File: src/rtl/teras_pkg.sv
// Shared constants for the teras result reader: default word width, register word indices
// and STATUS/CTRL bit positions.
package teras_pkg;

  localparam int unsigned DATA_W_DEF = 32;
  localparam int unsigned DEPTH_DEF  = 8;

  // Register selects are word indices, i.e. wbs_adr_i[3:2].
  localparam logic [1:0] REG_DATA   = 2'd0;
  localparam logic [1:0] REG_STATUS = 2'd1;
  localparam logic [1:0] REG_CTRL   = 2'd2;

  localparam int unsigned ST_EMPTY     = 16;
  localparam int unsigned ST_FULL      = 17;
  localparam int unsigned ST_UNDERFLOW = 18;
  localparam int unsigned ST_OVERFLOW  = 19;

  localparam int unsigned CTRL_FLUSH  = 0;
  localparam int unsigned CTRL_IRQ_EN = 1;
  localparam int unsigned CTRL_CLR    = 2;

endpackage

File: src/rtl/teras_result_reader_if.sv
// Engine result stream plus Wishbone slave window of the teras result reader.
interface teras_result_reader_if #(
  parameter int unsigned DATA_W = 32
);
  logic              rts_i;
  logic              rtr_o;
  logic [DATA_W-1:0] data_i;
  logic              wbs_cyc_i;
  logic              wbs_stb_i;
  logic              wbs_we_i;
  logic [3:0]        wbs_adr_i;
  logic [31:0]       wbs_dat_i;
  logic [31:0]       wbs_dat_o;
  logic              wbs_ack_o;
  logic              irq_o;

  modport slave (
    input  rts_i, data_i, wbs_cyc_i, wbs_stb_i, wbs_we_i, wbs_adr_i, wbs_dat_i,
    output rtr_o, wbs_dat_o, wbs_ack_o, irq_o
  );

  modport master (
    output rts_i, data_i, wbs_cyc_i, wbs_stb_i, wbs_we_i, wbs_adr_i, wbs_dat_i,
    input  rtr_o, wbs_dat_o, wbs_ack_o, irq_o
  );
endinterface

File: src/rtl/teras_rd_fifo.sv
// Synchronous FIFO with flush; head word is presented combinationally on o_data.
module teras_rd_fifo #(
  parameter int unsigned DATA_W = 32,
  parameter int unsigned DEPTH  = 8,
  parameter int unsigned CNT_W  = $clog2(DEPTH) + 1
) (
  input  logic              clk,
  input  logic              rst_n,
  input  logic              i_push,
  input  logic              i_pop,
  input  logic              i_flush,
  input  logic [DATA_W-1:0] i_data,
  output logic [DATA_W-1:0] o_data,
  output logic [CNT_W-1:0]  o_count,
  output logic              o_full,
  output logic              o_empty
);
  localparam int unsigned PTR_W = $clog2(DEPTH);

  logic [DATA_W-1:0] r_mem [DEPTH];
  logic [PTR_W-1:0]  r_wr_ptr, r_rd_ptr;
  logic [CNT_W-1:0]  r_count;
  logic              w_push, w_pop;

  assign o_full  = (r_count == CNT_W'(DEPTH));
  assign o_empty = (r_count == '0);
  assign o_count = r_count;
  assign o_data  = r_mem[r_rd_ptr];

  // Flush wins over both ports; DEPTH is a power of two so pointers wrap naturally.
  assign w_push = i_push && !o_full && !i_flush;
  assign w_pop  = i_pop && !o_empty && !i_flush;

  always_ff @(posedge clk) begin
    if (w_push) r_mem[r_wr_ptr] <= i_data;
  end

  always_ff @(posedge clk or negedge rst_n) begin
    if (!rst_n) begin
      r_wr_ptr <= '0;
      r_rd_ptr <= '0;
      r_count  <= '0;
    end else if (i_flush) begin
      r_wr_ptr <= '0;
      r_rd_ptr <= '0;
      r_count  <= '0;
    end else begin
      if (w_push) r_wr_ptr <= r_wr_ptr + PTR_W'(1);
      if (w_pop)  r_rd_ptr <= r_rd_ptr + PTR_W'(1);
      if (w_push && !w_pop)      r_count <= r_count + CNT_W'(1);
      else if (w_pop && !w_push) r_count <= r_count - CNT_W'(1);
    end
  end
endmodule

File: src/rtl/teras_result_reader.sv
// Buffers teras engine results in a FIFO and exposes them over a Wishbone slave window.
// Optional level interrupt enabled by defining TERAS_READER_IRQ_EN.
module teras_result_reader
  import teras_pkg::*;
#(
  parameter int unsigned DATA_W = DATA_W_DEF,
  parameter int unsigned DEPTH  = DEPTH_DEF,
  parameter int unsigned CNT_W  = $clog2(DEPTH) + 1
) (
  input logic                   clk,
  input logic                   rst_n,
  teras_result_reader_if.slave  bus
);
  logic [DATA_W-1:0] w_head;
  logic [CNT_W-1:0]  w_count;
  logic              w_full, w_empty;
  logic              w_req, w_rd, w_wr, w_data_rd, w_ctrl_wr, w_pop, w_push, w_rtr;
  logic              w_irq_en;
  logic [1:0]        w_sel;
  logic [31:0]       w_status, w_ctrl, w_rdata;
  logic              w_unused;

  logic              r_ack, r_flush, r_alive, r_uf, r_ov;
  logic [31:0]       r_dat;

  assign w_req     = bus.wbs_cyc_i && bus.wbs_stb_i && !r_ack;
  assign w_sel     = bus.wbs_adr_i[3:2];
  assign w_rd      = w_req && !bus.wbs_we_i;
  assign w_wr      = w_req && bus.wbs_we_i;
  assign w_data_rd = w_rd && (w_sel == REG_DATA);
  assign w_ctrl_wr = w_wr && (w_sel == REG_CTRL);
  assign w_pop     = w_data_rd && !w_empty && !r_flush;
  // rtr depends only on registered state, so Wishbone never reaches it combinationally.
  assign w_rtr     = r_alive && !w_full && !r_flush;
  assign w_push    = bus.rts_i && w_rtr;
  assign w_unused  = ^{bus.wbs_adr_i[1:0], bus.wbs_dat_i};

  teras_rd_fifo #(
    .DATA_W (DATA_W),
    .DEPTH  (DEPTH),
    .CNT_W  (CNT_W)
  ) u_fifo (
    .clk     (clk),
    .rst_n   (rst_n),
    .i_push  (w_push),
    .i_pop   (w_pop),
    .i_flush (r_flush),
    .i_data  (bus.data_i),
    .o_data  (w_head),
    .o_count (w_count),
    .o_full  (w_full),
    .o_empty (w_empty)
  );

  always_comb begin
    w_status                  = '0;
    w_status[CNT_W-1:0]       = w_count;
    w_status[ST_EMPTY]        = w_empty;
    w_status[ST_FULL]         = w_full;
    w_status[ST_UNDERFLOW]    = r_uf;
    w_status[ST_OVERFLOW]     = r_ov;
    w_ctrl                    = '0;
    w_ctrl[CTRL_IRQ_EN]       = w_irq_en;
    w_rdata                   = '0;
    case (w_sel)
      REG_DATA:   w_rdata = w_empty ? 32'h0 : 32'(w_head);
      REG_STATUS: w_rdata = w_status;
      REG_CTRL:   w_rdata = w_ctrl;
      default:    w_rdata = '0;
    endcase
  end

  always_ff @(posedge clk or negedge rst_n) begin
    if (!rst_n) begin
      r_ack   <= 1'b0;
      r_dat   <= '0;
      r_flush <= 1'b0;
      r_alive <= 1'b0;
      r_uf    <= 1'b0;
      r_ov    <= 1'b0;
    end else begin
      r_ack   <= w_req;
      r_dat   <= w_rd ? w_rdata : 32'h0;
      r_flush <= w_ctrl_wr && bus.wbs_dat_i[CTRL_FLUSH];
      r_alive <= 1'b1;
      // A new event in the same cycle as a clear is kept rather than lost.
      r_uf <= (r_uf && !(w_ctrl_wr && bus.wbs_dat_i[CTRL_CLR])) || (w_data_rd && w_empty);
      r_ov <= (r_ov && !(w_ctrl_wr && bus.wbs_dat_i[CTRL_CLR])) || (bus.rts_i && w_full);
    end
  end

`ifdef TERAS_READER_IRQ_EN
  logic r_irq_en, r_irq;

  always_ff @(posedge clk or negedge rst_n) begin
    if (!rst_n) begin
      r_irq_en <= 1'b0;
      r_irq    <= 1'b0;
    end else begin
      if (w_ctrl_wr) r_irq_en <= bus.wbs_dat_i[CTRL_IRQ_EN];
      r_irq <= r_irq_en && (!w_empty || r_uf || r_ov);
    end
  end

  assign w_irq_en  = r_irq_en;
  assign bus.irq_o = r_irq;
`else
  assign w_irq_en  = 1'b0;
  assign bus.irq_o = 1'b0;
`endif

  assign bus.rtr_o     = w_rtr;
  assign bus.wbs_ack_o = r_ack;
  assign bus.wbs_dat_o = r_dat;
endmodule

File: src/flat_wrapper.sv
// flat-port wrapper written by rule: the top's interface ports become plain ports
module teras_result_reader_flat import teras_pkg::*;
#(
  parameter int unsigned DATA_W = DATA_W_DEF,
  parameter int unsigned DEPTH  = DEPTH_DEF,
  parameter int unsigned CNT_W  = $clog2(DEPTH) + 1
)
  (clk, rst_n, bus_rts_i, bus_data_i, bus_wbs_cyc_i, bus_wbs_stb_i, bus_wbs_we_i, bus_wbs_adr_i, bus_wbs_dat_i, bus_rtr_o, bus_wbs_dat_o, bus_wbs_ack_o, bus_irq_o);
  teras_result_reader_if #(.DATA_W(DATA_W)) bus_i ();
  input logic clk;
  input logic rst_n;
  input wire logic [$bits(bus_i.rts_i)-1:0] bus_rts_i;
  input wire logic [$bits(bus_i.data_i)-1:0] bus_data_i;
  input wire logic [$bits(bus_i.wbs_cyc_i)-1:0] bus_wbs_cyc_i;
  input wire logic [$bits(bus_i.wbs_stb_i)-1:0] bus_wbs_stb_i;
  input wire logic [$bits(bus_i.wbs_we_i)-1:0] bus_wbs_we_i;
  input wire logic [$bits(bus_i.wbs_adr_i)-1:0] bus_wbs_adr_i;
  input wire logic [$bits(bus_i.wbs_dat_i)-1:0] bus_wbs_dat_i;
  output wire logic [$bits(bus_i.rtr_o)-1:0] bus_rtr_o;
  output wire logic [$bits(bus_i.wbs_dat_o)-1:0] bus_wbs_dat_o;
  output wire logic [$bits(bus_i.wbs_ack_o)-1:0] bus_wbs_ack_o;
  output wire logic [$bits(bus_i.irq_o)-1:0] bus_irq_o;
  assign bus_i.rts_i = bus_rts_i;
  assign bus_i.data_i = bus_data_i;
  assign bus_i.wbs_cyc_i = bus_wbs_cyc_i;
  assign bus_i.wbs_stb_i = bus_wbs_stb_i;
  assign bus_i.wbs_we_i = bus_wbs_we_i;
  assign bus_i.wbs_adr_i = bus_wbs_adr_i;
  assign bus_i.wbs_dat_i = bus_wbs_dat_i;
  assign bus_rtr_o = bus_i.rtr_o;
  assign bus_wbs_dat_o = bus_i.wbs_dat_o;
  assign bus_wbs_ack_o = bus_i.wbs_ack_o;
  assign bus_irq_o = bus_i.irq_o;
  teras_result_reader #(.DATA_W(DATA_W), .DEPTH(DEPTH), .CNT_W(CNT_W)) u_core (.clk(clk), .rst_n(rst_n), .bus(bus_i));
endmodule
File: config.mk
export PLATFORM = sky130hd
export DESIGN_NAME = teras_result_reader_flat
export DESIGN_NICKNAME = d
export VERILOG_FILES = /design/src/rtl/teras_pkg.sv /design/src/rtl/teras_result_reader_if.sv /design/src/rtl/teras_rd_fifo.sv /design/src/rtl/teras_result_reader.sv /design/src/flat_wrapper.sv
export SDC_FILE = /design/constraint.sdc
export NUM_CORES = 1
export LEC_CHECK = 0
export ABC_AREA = 1
export ABC_CLOCK_PERIOD_IN_PS = 4150
export CORE_MARGIN = 2
export CORE_UTILIZATION = 40
export DETAILED_ROUTE_END_ITERATION = 8
export SYNTH_ARGS = -nofsm -noshare
export SYNTH_HDL_FRONTEND = slang
export SYNTH_SLANG_ARGS = --single-unit
File: constraint.sdc
create_clock -name clk -period 4.15 [get_ports clk]
set_input_delay 0.83 -clock clk [delete_from_list [all_inputs] [get_ports clk]]
set_output_delay 0.83 -clock clk [all_outputs]
set_load 0.02 [all_outputs]
==> metrics.md, run 1 <==
| Metric | Value |
|---|---|
| Outcome | finished clean |
| DRT Pass-1 Iters | 5 |
| Initial core utilization | 40.6% |
| Routed WL per cell | 17.5 um |
| Syn_area_per_cell | 12.2 um2 |
| Critical Path Source Type | flop |
| CP top delay family | buffers and inverters |
| # H-tree levels | 1 |
| RR Endpoint | u_core.bus.wbs_dat_o[15]$_DFF_PN0_ |
| # setup viols final | 0 |
| Worst path slowest cell | dfrtp_4 |
| Post-layout min period | 2.87 ns |
| CTS tree | built |
| Vias in the first global route | 7314 |
| Hold buffers post-CTS | 0 |
| Initial antenna violation count | 0 |
| Skew final | 0.0225 ns |
| Final-report hold violation count | 0 |
| Longest Clk Path Bufs | 3 |
| Clock slew at reported path FFs | 0.06 ns |
| Worst vdd ir | 0.000311 V |
| CP bufs+invs | 2 |
| Crit path max fanout | 83 |
| Vias | 7323 |
| Inserted Clock Buffers | 31 |
| RSZ-0062 raised after global routing | no |
| Placeable Area | 29600 um2 |
| Gpl congestion | 0.722 |
| Ys flop type | edfxtp_1 |
| Die Y | 177 um |
| Vias/cell | 4.98 |
| Critical-path cell list | clkinv_2, buf_12, o21ai_0, o21ai_0, o21ai_1, nor2_1 |
| Max-slew violations | 0 |
| Final core occ | 47.8% |
| Worst Hold Class | input port to async pin |
| Most frequent cell on the critical path | o21ai_0 |
| Synth area leaders | edfxtp_1 (64%), dfrtp_1 (9.8%), nor2_1 (5.4%), o21ai_0 (4.5%), nand2_1 (3.7%) |
| Critical setup path kind | flop to flop |
| Crit path largest cell delay | 0.81 ns |
| GR peak layer | met2 |
| Seq/Total Area, Yosys | 73.9% |
| Worst Max-Slew Pin Slew | 0.914 ns |
| Tot Pwr | 8.22 mW |
| Die X | 177 um |
| Share of layout cells above drive strength 1 | 7.96% |
| Setup crit end kind | flop |
| Critical path data arrival time | 3.28 ns |
| Diodes inserted | 0 |
| Fillers | 2649 |
| Global-route wire length before repair | 40.7 mm |
| Reg-to-reg critical path startpoint | u_core.u_fifo.r_rd_ptr[0]$_DFFE_PN0P_ |
| Post-synthesis async set-or-reset flop share | 15.5% |
| Ports | 109 |
| Synth Warn # | 0 |
| Crit path required time | 4.56 ns |
| Cell Area, Synth | 12000 um2 |
| Die Area | 31400 um2 |
| CP Depth | 6 |
| Reg2Reg Depth | 6 |
| Synth top area share | 64.1% |
| Met3 Track Usage GR | 2.47% |
| Synth area leader | edfxtp_1 |
| Most frequent cell after synthesis | edfxtp_1 |
| Dpl hpwl | 13.9 mm |
| Most frequent cells after synthesis | edfxtp_1 (256), nor2_1 (174), nand2_1 (118) |
| Fin crit share | 69.2% |
| Distinct cells, synth | 30 |
| Reg2reg setup slack | 1.28 ns |
| Floorplan row count | 63 |
| Met2 usage | 27.9% |
| Leakage | 5.22 nW |
| Cells after Synth | 985 |
| Final WL | 25.8 mm |
| Remaining global-route overflow | 0 |
| Setup TNS | 0 ns |
| Met1 GRT Util | 23.3% |
| Rel. slew slack | 39.0% |
| Syn Nets | 1065 |
| Max cap viols | 0 |
| Residual DRC | 0 |
| CTS root buf | clkbuf_16 |
| Detail Route Antenna Nets | 0 |
| Syn-to-layout area delta | 17.8% |
| Postcts setup bufs | 0 |
| Worst-Skew Late Latency | 0.55 ns |
| Max Fclk | 348 MHz |
| NumNets Final | 1137 |
| Pwr dens | 581 nW/um2 |
| Post-cts resize count | 0 |
| Pin count of the biggest net entering global routing | 84 |
| Global-route usage over all layers | 16.7% |
| CTS Sinks | 303 |
| Register bit count reported by yosys | 303 |
| Post-synth EDFFs | 256 |
| Initial DRC count | 630 |
| Port-buffer cells | 75 |
layout by cell type, fill, tap and decap left out, drive strengths merged:
| cell | Yosys | routed |
|---|---|---|
| nor2 | 177 | 177 |
| buf | 37 | 17 |
| bufinv | 0 | 2 |
| clkinvlp | 0 | 1 |
| ha | 5 | 5 |
| fa | 1 | 1 |
| clkdlybuf4s50 | 0 | 74 |
| a21oi | 12 | 12 |
| dfrtp | 47 | 47 |
| clkbuf | 15 | 43 |
| nand3 | 55 | 55 |
| xor2 | 1 | 1 |
| conb | 2 | 2 |
| nor3 | 5 | 5 |
| o22ai | 26 | 26 |
| edfxtp | 256 | 256 |
| clkinv | 0 | 12 |
| nand2 | 120 | 120 |
| o21ai | 148 | 148 |
| xnor2 | 2 | 2 |
| nand4 | 2 | 2 |
| inv | 74 | 73 |
worst reg2reg max path, cell delays in order, from the launching register on:
cell and delay (ns):
dfrtp_4 0.81, clkinv_2 0.78, buf_12 0.50, o21ai_0 0.25, o21ai_0 0.13, o21ai_1 0.17, nor2_1 0.09
flip-flops by register name, indices dropped and copies added, names as in the netlist:
signal                  count
u_core.r_alive              1
u_core.bus.wbs_ack_o        1
u_core.u_fifo.o_count       4
u_core.r_uf                 1
u_core.u_fifo.r_rd_ptr      3
u_core.u_fifo.r_mem       256
u_core.r_ov                 1
u_core.u_fifo.r_wr_ptr      3
u_core.bus.wbs_dat_o       32
u_core.r_flush              1
power by group:
group          switching [mW]  total (mW)  internal (mW)
Combinational            1.22        1.80          0.579
Clock                    1.10        2.69           1.58
Sequential              0.187        3.73           3.55
Total                    2.51        8.22           5.71
metrics by stage:
stage / instance area [um2] / hold WS (ns) / setup WS, ns / cells
after global placement: 13100 / 0.493 / 0.914 / 1414
final: 14100 / 0.382 / 1.28 / 1471
after CTS: 14100 / 0.415 / 1.28 / 1471
after floorplan: 12000 / 0.464 / 0.461 / 985
after detailed placement: 13100 / 0.502 / 0.895 / 1414
after global routing: 14100 / 0.436 / 1.11 / 1471
logic make-up (layout without fill, tap and decap cells):
kind of cell | count (synthesis) | after routing | share of synthesized area, %
AO/OA/AOI/OAI | 186 | 186 | 8.03
XOR/XNOR | 3 | 3 | 0.219
adder cells (fa/ha/maj) | 6 | 6 | 0.688
other | 2 | 2 | 0.0626
buffers and inverters | 126 | 222 | 4.82
AND/OR/NAND/NOR | 359 | 359 | 12.3
flip-flops | 303 | 303 | 73.9
area by class of cell:
cell class	instances	area [um2]	share of cell area (%)
flip-flops and latches	303	8870	62.7
multi-input cells	556	2610	18.4
repair buffers	91	903	6.39
clock buffers	43	871	6.16
well taps	390	488	3.45
inverters	74	279	1.97
clock inverters	14	123	0.867
worst max path at each step:
stage | from | slack, ns | endpoint
final | u_core.u_fifo.r_rd_ptr[0]$_DFFE_PN0P_ | 1.28 | u_core.bus.wbs_dat_o[15]$_DFF_PN0_
after global routing | u_core.u_fifo.r_rd_ptr[0]$_DFFE_PN0P_ | 1.11 | u_core.bus.wbs_dat_o[20]$_DFF_PN0_
after CTS | u_core.u_fifo.r_rd_ptr[0]$_DFFE_PN0P_ | 1.28 | u_core.bus.wbs_dat_o[15]$_DFF_PN0_
after detailed placement | bus_wbs_adr_i[3] | 0.90 | u_core.u_fifo.o_count[3]$_DFFE_PN0P_
after global placement | bus_wbs_adr_i[3] | 0.91 | u_core.u_fifo.o_count[3]$_DFFE_PN0P_
after floorplan | bus_rts_i | 0.46 | u_core.u_fifo.r_mem[7][0]$_DFFE_PP_
metal layers:
layer	wire (um)	share of wire, %
met5	0	0
met4	335	1.3
met3	1170	4.5
met2	12500	48
met1	11800	46
(Power assumes the default switching activity.)
==> run 2, diff against run 1 <==
- ABC_CLOCK_PERIOD_IN_PS: 4150 -> 2500
- clock period: 4.15 -> 2.5 ns (I/O delays scaled with it)
==> run 2 against run 1 <==
Effect of this change:
- clock-buffer cell count grew 3
- register-to-register slack lost 1.0 ns
- critical path type is now flop to output port
- power grew 70%
- sequential share of layout area shrank 1.5 points
==> metrics.md, run 2 (synthesis gave the netlist of run 1 again) <==
| Metric | Value |
|---|---|
| Outcome | finished clean (unchanged) |
| Clock slew at reported path FFs | 0.06 ns (about the same) |
| Leakage | 5.39 nW (was 5.22 nW) |
| RSZ-0062 raised after global routing | no (unchanged) |
| Worst Max-Slew Pin Slew | 0.650 ns (was 0.914 ns) |
| DP Worst Slack | -0.206 ns (was 0.895 ns) |
| Cell-internal power | 9.75 mW (was 5.71 mW) |
| Commonest non-fill, non-tap cell in the layout | edfxtp_1 (unchanged) |
| Inserted Clock Buffers | 31 (unchanged) |
| Placeable Area | 29600 um2 (unchanged) |
| Dpl hpwl | 15.0 mm (was 13.9 mm) |
| Rel. slew slack | 56.6% (was 39.0%) |
| # H-tree levels | 1 (unchanged) |
| Max-slew violations | 0 (unchanged) |
| # setup viols final | 0 (unchanged) |
| Residual DRC | 0 (unchanged) |
| Ports | 109 (unchanged) |
| Combinational share of power | 23.4% (was 21.9%) |
| Worst vdd ir | 0.000523 V (was 0.000311 V) |
| Final setup margin | 0.238 ns (was 1.28 ns) |
| Critical Path Source Type | flop (unchanged) |
| Top reg by flops | u_core.u_fifo.r_mem (unchanged) |
| Worst Hold Class | input port to async pin (unchanged) |
| Worst-Skew Late Latency | 0.57 ns (was 0.55 ns) |
| Critical path data arrival time | 1.76 ns (was 3.28 ns) |
| Pwr dens | 965 nW/um2 (was 581 nW/um2) |
| Die Y | 177 um (unchanged) |
| Max FFs per register | 256 (unchanged) |
| Remaining global-route overflow | 0 (unchanged) |
| NumNets Final | 1163 (was 1137) |
| Floorplan row count | 63 (unchanged) |
| Crit path max fanout | 6 (was 83) |
| Placement-stage cell area | 13400 um2 (was 13100 um2) |
| Fin cells | 1498 (was 1471) |
| Fin crit share | 90.5% |
| Register area | 8870 um2 (unchanged) |
| Switching share of power | 30.2% (was 30.5%) |
| Final WL | 26.1 mm (was 25.8 mm) |
| Syn-to-layout area delta | 20.7% (was 17.8%) |
| Placed cells | 1439 (was 1414) |
| Global-route wire length before repair | 41.1 mm (was 40.7 mm) |
| Post-layout min period | 2.26 ns |
| Commonest non-fill, non-tap cells in the layout | edfxtp_1 (256), nor2_1 (170), nand2_1 (118), o21ai_0 (108), clkdlybuf4s50_1 (73) (was edfxtp_1 (256), nor2_1 (170), nand2_1 (118), o21ai_0 (108), clkdlybuf4s50_1 (74)) |
| Max Fclk | 442 MHz |
| Share of layout cells above drive strength 1 | 9.57% (was 7.96%) |
| Vias | 7486 (was 7323) |
| Port-buffer cells | 75 (unchanged) |
| DRT Pass-1 Iters | 4 (was 5) |
| Setup TNS | 0 ns (unchanged) |
| CTS root buf | clkbuf_16 (unchanged) |
| Cell area after layout | 14500 um2 (was 14100 um2) |
| Detail Route Antenna Nets | 0 (unchanged) |
| Vias/cell | 5.00 (was 4.98) |
| Pin count of the biggest net entering global routing | 130 (was 84) |
| Switching power | 4.22 mW (was 2.51 mW) |
| Final core occ | 49.0% (was 47.8%) |
| Skew final | 0.0193 ns (was 0.0225 ns) |
| Initial core utilization | 40.6% (unchanged) |
| Crit path required time | 2.00 ns (was 4.56 ns) |
| Die X | 177 um (unchanged) |
| Sequential Power Share | 43.6% (was 45.4%) |
| Clock network fraction of total power | 33.0% (was 32.7%) |
| Critical setup path kind | flop to output port (was flop to flop) |
| Initial antenna violation count | 0 (unchanged) |
| Postcts setup bufs | 0 (unchanged) |
| Diodes inserted | 0 (unchanged) |
| Gpl congestion | 0.771 (was 0.722) |
| Die Area | 31400 um2 (unchanged) |
| Area of the multi-input gates | 2610 um2 (unchanged) |
| Initial DRC count | 634 (was 630) |
| Setup crit end kind | output port (was flop) |
| Final-report hold violation count | 0 (unchanged) |
| CTS Sinks | 303 (unchanged) |
| Vias in the first global route | 7289 (was 7314) |
| Routed WL per cell | 17.4 um (was 17.5 um) |
| Fillers | 2628 (was 2649) |
| Max cap viols | 0 (unchanged) |
| Longest Clk Path Bufs | 3 (unchanged) |
| Global-route usage over all layers | 17.1% (was 16.7%) |
| CTS tree | built (unchanged) |
run 2: cell count changes in the layout (fill, tap and decap cells not counted), moves of 2 or more:
cell       previous run  this run
buf_4                13        29
buf_12                3        12
clkbuf_1              7        13
clkinv_2              8         4
clkbuf_8              5         2
bufinv_16             2         4
run 2: layout make-up:
cell class              instances  area share [%]
clock buffers                  46            5.89
flip-flops and latches        303            61.3
well taps                     390            3.37
multi-input cells             556            18.0
repair buffers                117            8.38
clock inverters                12            1.18
inverters                      74            1.93
run 2: timing repair:
item | CTS | global route
endpoints found under the setup margin | 1 | 0
resized for setup | 2 | 0
hold buffers | 1 | 0
hold endpoints to repair | 15 | 0
run 2: worst paths after layout:
check | cells past startpoint | slack, ns | from | end
worst max-delay path | 5 | 0.24 | u_core.u_fifo.o_count[0]$_DFFE_PN0P_ | bus_rtr_o
worst min register to register | 2 | 0.52 | u_core.r_uf$_DFF_PN0_ | u_core.r_uf$_DFF_PN0_
worst max register to register | 16 | 0.26 | u_core.u_fifo.o_count[0]$_DFFE_PN0P_ | u_core.u_fifo.o_count[3]$_DFFE_PN0P_
max in group asynchronous | 3 | 1.48 | rst_n | u_core.u_fifo.r_rd_ptr[0]$_DFFE_PN0P_
worst min-delay path | 2 | 0.44 | rst_n | u_core.bus.wbs_dat_o[22]$_DFF_PN0_
min in group clk | 3 | 0.48 | bus_wbs_dat_i[0] | u_core.r_flush$_DFF_PN0_
run 2: critical path, cell delays in order (launching register included):
cell,delay [ns]
dfrtp_1,0.45
nor2_2,0.16
nand3_1,0.12
inv_1,0.11
nor2_1,0.05
dlygate4sd2_1,0.31
run 2: layer usage:
metal	vias up	GRT usage [%]	part of all wire [%]
met4	0	3.65	1.8
met1	3677	23.2	44
met5	-	0	0
met3	38	2.49	4.6
li1	3608	-	-
met2	163	29.2	50
run 2: power groups by stage:
stage	clock [mW]	sequential [mW]	combinational, mW
4_1_cts	4.70	6.10	3.32
5_1_grt	4.94	6.13	3.71
3_3_place_gp	0	6.19	3.22
2_1_floorplan	0	6.13	2.35
6_report	4.61	6.09	3.27
3_5_place_dp	0	6.20	3.30
run 2: per-stage QoR:
stage | total power [mW] | hold slack [ns]
2_1_floorplan | 8.48 | 0.204
3_3_place_gp | 9.41 | 0.487
3_5_place_dp | 9.50 | 0.501
4_1_cts | 14.1 | 0.458
5_1_grt | 14.8 | 0.472
6_report | 14.0 | 0.444
